$ cat src/rtl/layer_train_driver.sv
// layer_train_driver: presents one buffered sample to a learning layer, captures its response, optionally fires one learn cycle.
// Optional ERR_ACCUM_EN adds a saturating error accumulator and a result counter.
module layer_train_driver #(
  parameter int N      = 16,
  parameter int M      = 40,
  parameter int SETTLE = 2,
  parameter int ZW     = 8,
  parameter int EW     = ZW + $clog2(M)
) (
  input  logic                 clk,
  input  logic                 rst_n,
  input  logic                 s_valid_i,
  output logic                 s_ready_o,
  input  logic                 s_learn_i,
  input  logic [N-1:0][ZW-1:0] s_in_i,
  input  logic [M-1:0][ZW-1:0] s_expected_i,
  output logic                 valid_o,
  output logic                 learn_o,
  output logic [N-1:0][ZW-1:0] in_o,
  output logic [M-1:0][ZW-1:0] expected_out_o,
  input  logic [M-1:0][ZW-1:0] out_i,
  input  logic [N-1:0][ZW-1:0] expected_in_i,
`ifdef ERR_ACCUM_EN
  input  logic                 acc_clear_i,
  output logic [31:0]          acc_err_o,
  output logic [15:0]          acc_count_o,
`endif
  output logic                 r_valid_o,
  input  logic                 r_ready_i,
  output logic [M-1:0][ZW-1:0] r_out_o,
  output logic [N-1:0][ZW-1:0] r_expected_in_o,
  output logic [EW-1:0]        r_err_o,
  output logic                 r_learned_o
);
  typedef enum logic [2:0] {IDLE, PRESENT, CAPTURE, LEARN, RESULT} state_t;
  state_t                state_q, state_d;
  logic [3:0]            cnt_q, cnt_d;
  logic                  lrn_q, lrn_d, rlearned_q, rlearned_d;
  logic [N-1:0][ZW-1:0]  in_q, in_d, rexp_q, rexp_d;
  logic [M-1:0][ZW-1:0]  exp_q, exp_d, rout_q, rout_d;
  logic [EW-1:0]         err_q, err_d, err_sum;
  always_comb begin
    err_sum = '0;
    for (int i = 0; i < M; i++)
      err_sum += EW'(exp_q[i] > out_i[i] ? exp_q[i] - out_i[i] : out_i[i] - exp_q[i]);
  end
  always_comb begin
    state_d    = state_q;
    cnt_d      = cnt_q;
    lrn_d      = lrn_q;
    rlearned_d = rlearned_q;
    in_d       = in_q;
    exp_d      = exp_q;
    rout_d     = rout_q;
    rexp_d     = rexp_q;
    err_d      = err_q;
    case (state_q)
      IDLE: if (s_valid_i) begin
        in_d       = s_in_i;
        exp_d      = s_expected_i;
        lrn_d      = s_learn_i;
        rlearned_d = 1'b0;
        state_d    = PRESENT;
      end
      PRESENT: begin
        cnt_d   = cnt_q == 4'(SETTLE - 1) ? 4'd0 : cnt_q + 4'd1;
        state_d = cnt_q == 4'(SETTLE - 1) ? CAPTURE : PRESENT;
      end
      CAPTURE: begin
        rout_d  = out_i;
        rexp_d  = expected_in_i;
        err_d   = err_sum;
        state_d = lrn_q ? LEARN : RESULT;
      end
      LEARN: begin
        rlearned_d = 1'b1;
        state_d    = RESULT;
      end
      RESULT: state_d = r_ready_i ? IDLE : RESULT;
      default: state_d = IDLE;
    endcase
  end
  always_ff @(posedge clk or negedge rst_n) begin
    if (!rst_n) begin
      state_q    <= IDLE;
      cnt_q      <= '0;
      lrn_q      <= 1'b0;
      rlearned_q <= 1'b0;
      in_q       <= '0;
      exp_q      <= '0;
      rout_q     <= '0;
      rexp_q     <= '0;
      err_q      <= '0;
    end else begin
      state_q    <= state_d;
      cnt_q      <= cnt_d;
      lrn_q      <= lrn_d;
      rlearned_q <= rlearned_d;
      in_q       <= in_d;
      exp_q      <= exp_d;
      rout_q     <= rout_d;
      rexp_q     <= rexp_d;
      err_q      <= err_d;
    end
  end
  assign s_ready_o       = state_q == IDLE;
  assign valid_o         = state_q == PRESENT || state_q == CAPTURE || state_q == LEARN;
  assign learn_o         = state_q == LEARN;
  assign r_valid_o       = state_q == RESULT;
  assign in_o            = in_q;
  assign expected_out_o  = exp_q;
  assign r_out_o         = rout_q;
  assign r_expected_in_o = rexp_q;
  assign r_err_o         = err_q;
  assign r_learned_o     = rlearned_q;
`ifdef ERR_ACCUM_EN
  logic [31:0] acc_err_q;
  logic [15:0] acc_count_q;
  logic [32:0] acc_sum;
  assign acc_sum = {1'b0, acc_err_q} + 33'(err_q);
  // clear takes priority over a coincident handshake
  always_ff @(posedge clk or negedge rst_n) begin
    if (!rst_n) begin
      acc_err_q   <= '0;
      acc_count_q <= '0;
    end else if (acc_clear_i) begin
      acc_err_q   <= '0;
      acc_count_q <= '0;
    end else if (r_valid_o && r_ready_i) begin
      acc_err_q   <= acc_sum[32] ? '1 : acc_sum[31:0];
      acc_count_q <= acc_count_q + 16'd1;
    end
  end
  assign acc_err_o   = acc_err_q;
  assign acc_count_o = acc_count_q;
`endif
endmodule

$ cat config.mk
export PLATFORM = sky130hd
export DESIGN_NAME = layer_train_driver
export DESIGN_NICKNAME = d
export VERILOG_FILES = /design/src/rtl/layer_train_driver.sv
export SDC_FILE = /design/constraint.sdc
export NUM_CORES = 2
export LEC_CHECK = 0
export CORE_AREA = 2 2 717 719
export CTS_CLUSTER_DIAMETER = 60
export DETAILED_ROUTE_END_ITERATION = 8
export DIE_AREA = 0 0 719 721
export DONT_BUFFER_PORTS = 1
export SLEW_MARGIN = 20
export SYNTH_ARGS = -nofsm -noshare
export SYNTH_HDL_FRONTEND = slang
export SYNTH_SLANG_ARGS = --single-unit
$ cat constraint.sdc
create_clock -name clk -period 9.04 [get_ports clk]
set_clock_uncertainty 0.15 [all_clocks]
set_input_delay 0.452 -clock clk [delete_from_list [all_inputs] [get_ports clk]]
set_output_delay 0.452 -clock clk [all_outputs]
set_load 0.03 [all_outputs]
==> run_results.csv <==
group,metric,value,unit
outcome,status,"finished clean",
setup_path,crit_arrival,9.37,ns
yosys,ys_top_cells_by_count,"nand2_1, inv_1, dfrtp_1",
clock_network,cts.path.max_buffers,4,
drt,vias_per_cell,4.05,
setup_path,reg2regPathDepth,31,
placed_design,placed_cell_area,85600,um^2
yosys,ys.flop_type,"dfrtp_1",
floorplanning,fp-row-count,263,
clock_network,path_clk_slew,0.06,ns
setup_path,rr_startpoint,"expected_out_o[265]",
setup_path,crit_family,"adder cells",
drt,drtAntennaViolNets,0,
grt,grt.overflow.total,0,
floorplanning,core_area,511000,um^2
drt,dr.pass1.iters,6,
setup_path,r2r_slack,0.23,ns
timing,relSlewSlack,0.219,
finish,finalInstanceArea,103000,um^2
finish,layout.nets,11827,
setup_path,crit_fanout,3,
yosys,synth_nets,9896,
flow_run,cap_viol_max_count,0,
floorplanning,die_w,719,um
yosys,yosysTopAreaCell,"dfrtp_1",
drt,routed_wl,533,mm
grt,grt_pass1_vias,67941,
yosys,synth_edf_count,0,
yosys,syn-instance-count,7877,
timing,tightestPinTransition,1.17,ns
timing,slew_viol_final,0,
yosys,synth-seq-area-share,0.327,
placed_design,gp_congestion,1.01,
clock_network,htree_levels,4,
grt,grt_pass1_wl,684,mm
drt,wl_per_cell,31.6,um
timing,min_period,8.81,ns
grt,antenna_found_initial,322,
placed_design,numPortBuffers,0,
yosys,yosys-top-cells-area,"dfrtp_1, fa_1, ha_1",
yosys,syn_area,70300,um^2
setup_path,cp_slowest_cell,"fa_2",
placed_design,post-place-ws,-0.266,ns
setup_path,cp-start-kind,"flip-flop",
setup_path,critPathKind,"flip-flop to flip-flop",
timing,hold_viol_final,0,
yosys,syn_area_per_cell,8.92,um^2
clock_network,clk_latency,0.91,ns
yosys,synth_top_area_frac,0.327,
setup_path,crit_buf_inv,7,
clock_network,cts_tree,"yes",
yosys,ys_types,93,
floorplanning,io_pins,1816,
clock_network,numCtsBuffers,179,
setup_path,cp.depth,31,
finish,drive_gt1_frac,0.168,
clock_network,root_buffer,"clkbuf_16",
setup_path,worstSetupEndpointType,"flip-flop",
drt,via_count,68301,
setup_path,rr_endpoint,"r_err_o[13]",
clock_network,clock_sinks,919,
floorplanning,die-area,518000,um^2
timing,setup-tns-final,0,ns
yosys,synthArstFlopShare,1.00,
placed_design,dp_hpwl,452,mm
timing,worst_slack,0.227,ns
setup_path,cp_slowest_stage_delay,0.66,ns
timing,finalCritPeriodShare,0.975,
drt,drtIter0Drc,5523,
drt,drc,0,
setup_path,path_common_cell,"fa_1",
timing,finalSetupViolCount,0,
hold_path,hp-class,"primary input to async pin",
floorplanning,die_h,721,um
yosys,yosysWarnings,0,
floorplanning,initial_core_util,0.137,
yosys,synth-seq-cells,919,
setup_path,crit_required,9.60,ns
yosys,yosysMostFrequentCell,"nand2_1",
timing,rsz0062_at_grt,"true",
grt,grt_max_degree,181,
timing,fmax,113,MHz
grt,grt.total_usage,0.198,
finish,syn2layout_area_growth,47.0,%
==> sequential cells by signal (all words and copies together), names as in the netlist <==
register / count
cnt_q: 4
expected_out_o: 320
in_o: 128
lrn_q: 1
r_err_o: 14
r_expected_in_o: 128
r_learned_o: 1
r_out_o: 320
state_q: 3
==> per-stage QoR <==
step                hold slack [ns]   util  cells
finish                       0.0815  0.202  16864
global route                 0.0512  0.202  16782
CTS                         0.00218  0.199  16658
detailed placement           0.0277  0.167  15356
global placement             0.0275  0.167  15354
floorplan                   0.00641      -   7877
==> cells in the final DEF, fill, tap and decap left out, types with 19 or more instances in the layout <==
| cell type | synthesis | final |
|---|---|---|
| buf_12 | 0 | 24 |
| and2_1 | 37 | 36 |
| buf_4 | 2 | 1017 |
| dlygate4sd3_1 | 0 | 974 |
| ha_1 | 674 | 659 |
| a21o_1 | 192 | 192 |
| nor2b_1 | 84 | 80 |
| nand2b_1 | 56 | 55 |
| o21a_1 | 39 | 39 |
| a211oi_1 | 33 | 31 |
| nor2_1 | 171 | 170 |
| nor3_1 | 72 | 69 |
| xnor2_1 | 162 | 150 |
| clkbuf_1 | 243 | 20 |
| inv_1 | 1091 | 1077 |
| dfrtp_1 | 919 | 913 |
| fa_2 | 0 | 62 |
| nand2_1 | 1631 | 1630 |
| nand4_1 | 42 | 42 |
| mux2i_1 | 198 | 179 |
| or2_2 | 22 | 22 |
| o21ai_0 | 810 | 781 |
| diode_2 | 0 | 158 |
| xor2_1 | 92 | 85 |
| a21oi_1 | 340 | 327 |
| o211ai_1 | 28 | 28 |
| clkbuf_16 | 0 | 182 |
| inv_6 | 0 | 29 |
| fa_1 | 444 | 382 |
| o21bai_1 | 46 | 43 |
| mux2_2 | 52 | 52 |
| bufinv_16 | 0 | 19 |
| o21ai_1 | 4 | 27 |
| a31oi_1 | 42 | 42 |
==> cell families after synthesis <==
kind of cell / count (synthesis) / share of synthesized area
AOI/OAI and AO/OA: 1748 / 0.151
xor gates and xnor gates: 254 / 0.0317
muxes: 251 / 0.0368
and+or+nand+nor: 2214 / 0.133
buffers and inverters: 1373 / 0.0742
DFF: 919 / 0.327
adders and majority gates: 1118 / 0.247
==> worst max path at each step <==
stage                   to                 from
6_report       r_err_o[13]  expected_out_o[265]
5_1_grt        r_err_o[11]  expected_out_o[259]
4_1_cts        r_err_o[13]   expected_out_o[11]
3_5_place_dp   r_err_o[13]           out_i[113]
3_3_place_gp   r_err_o[13]           out_i[257]
2_1_floorplan  r_err_o[13]  expected_out_o[177]
==> cell type report <==
| cell class | count | area, um^2 |
|---|---|---|
| diodes | 158 | 395 |
| well taps | 6757 | 8450 |
| multi-input cells | 5585 | 43000 |
| inverters | 1091 | 4100 |
| fillers | 56576 | 408000 |
| flip-flops and latches | 919 | 23000 |
| clock inverters | 109 | 1360 |
| clock buffers | 213 | 4780 |
| repair buffers | 2032 | 18200 |
==> metal layers <==
metal / GRT usage / up-vias / wire length (um)
met5: 0.00703 / - / 1330
met4: 0.0950 / 138 / 32400
met3: 0.0867 / 1054 / 59500
met2: 0.306 / 3380 / 232000
met1: 0.233 / 33954 / 208000
li1: - / 29775 / -
==> repair_timing <==
action / 4_1_cts / 5_1_grt
gates resized for setup: 30 / 211
pin swaps: 8 / 111
hold endpoints to repair: 1405 / 0
endpoints found under the setup margin: 4 / 7
setup buffers: 5 / 45
hold buffers: 975 / 0
Power is left out: the tool's default activity adds up to more than one toggle a clock period on the data nets, which glitch-free logic cannot reach.
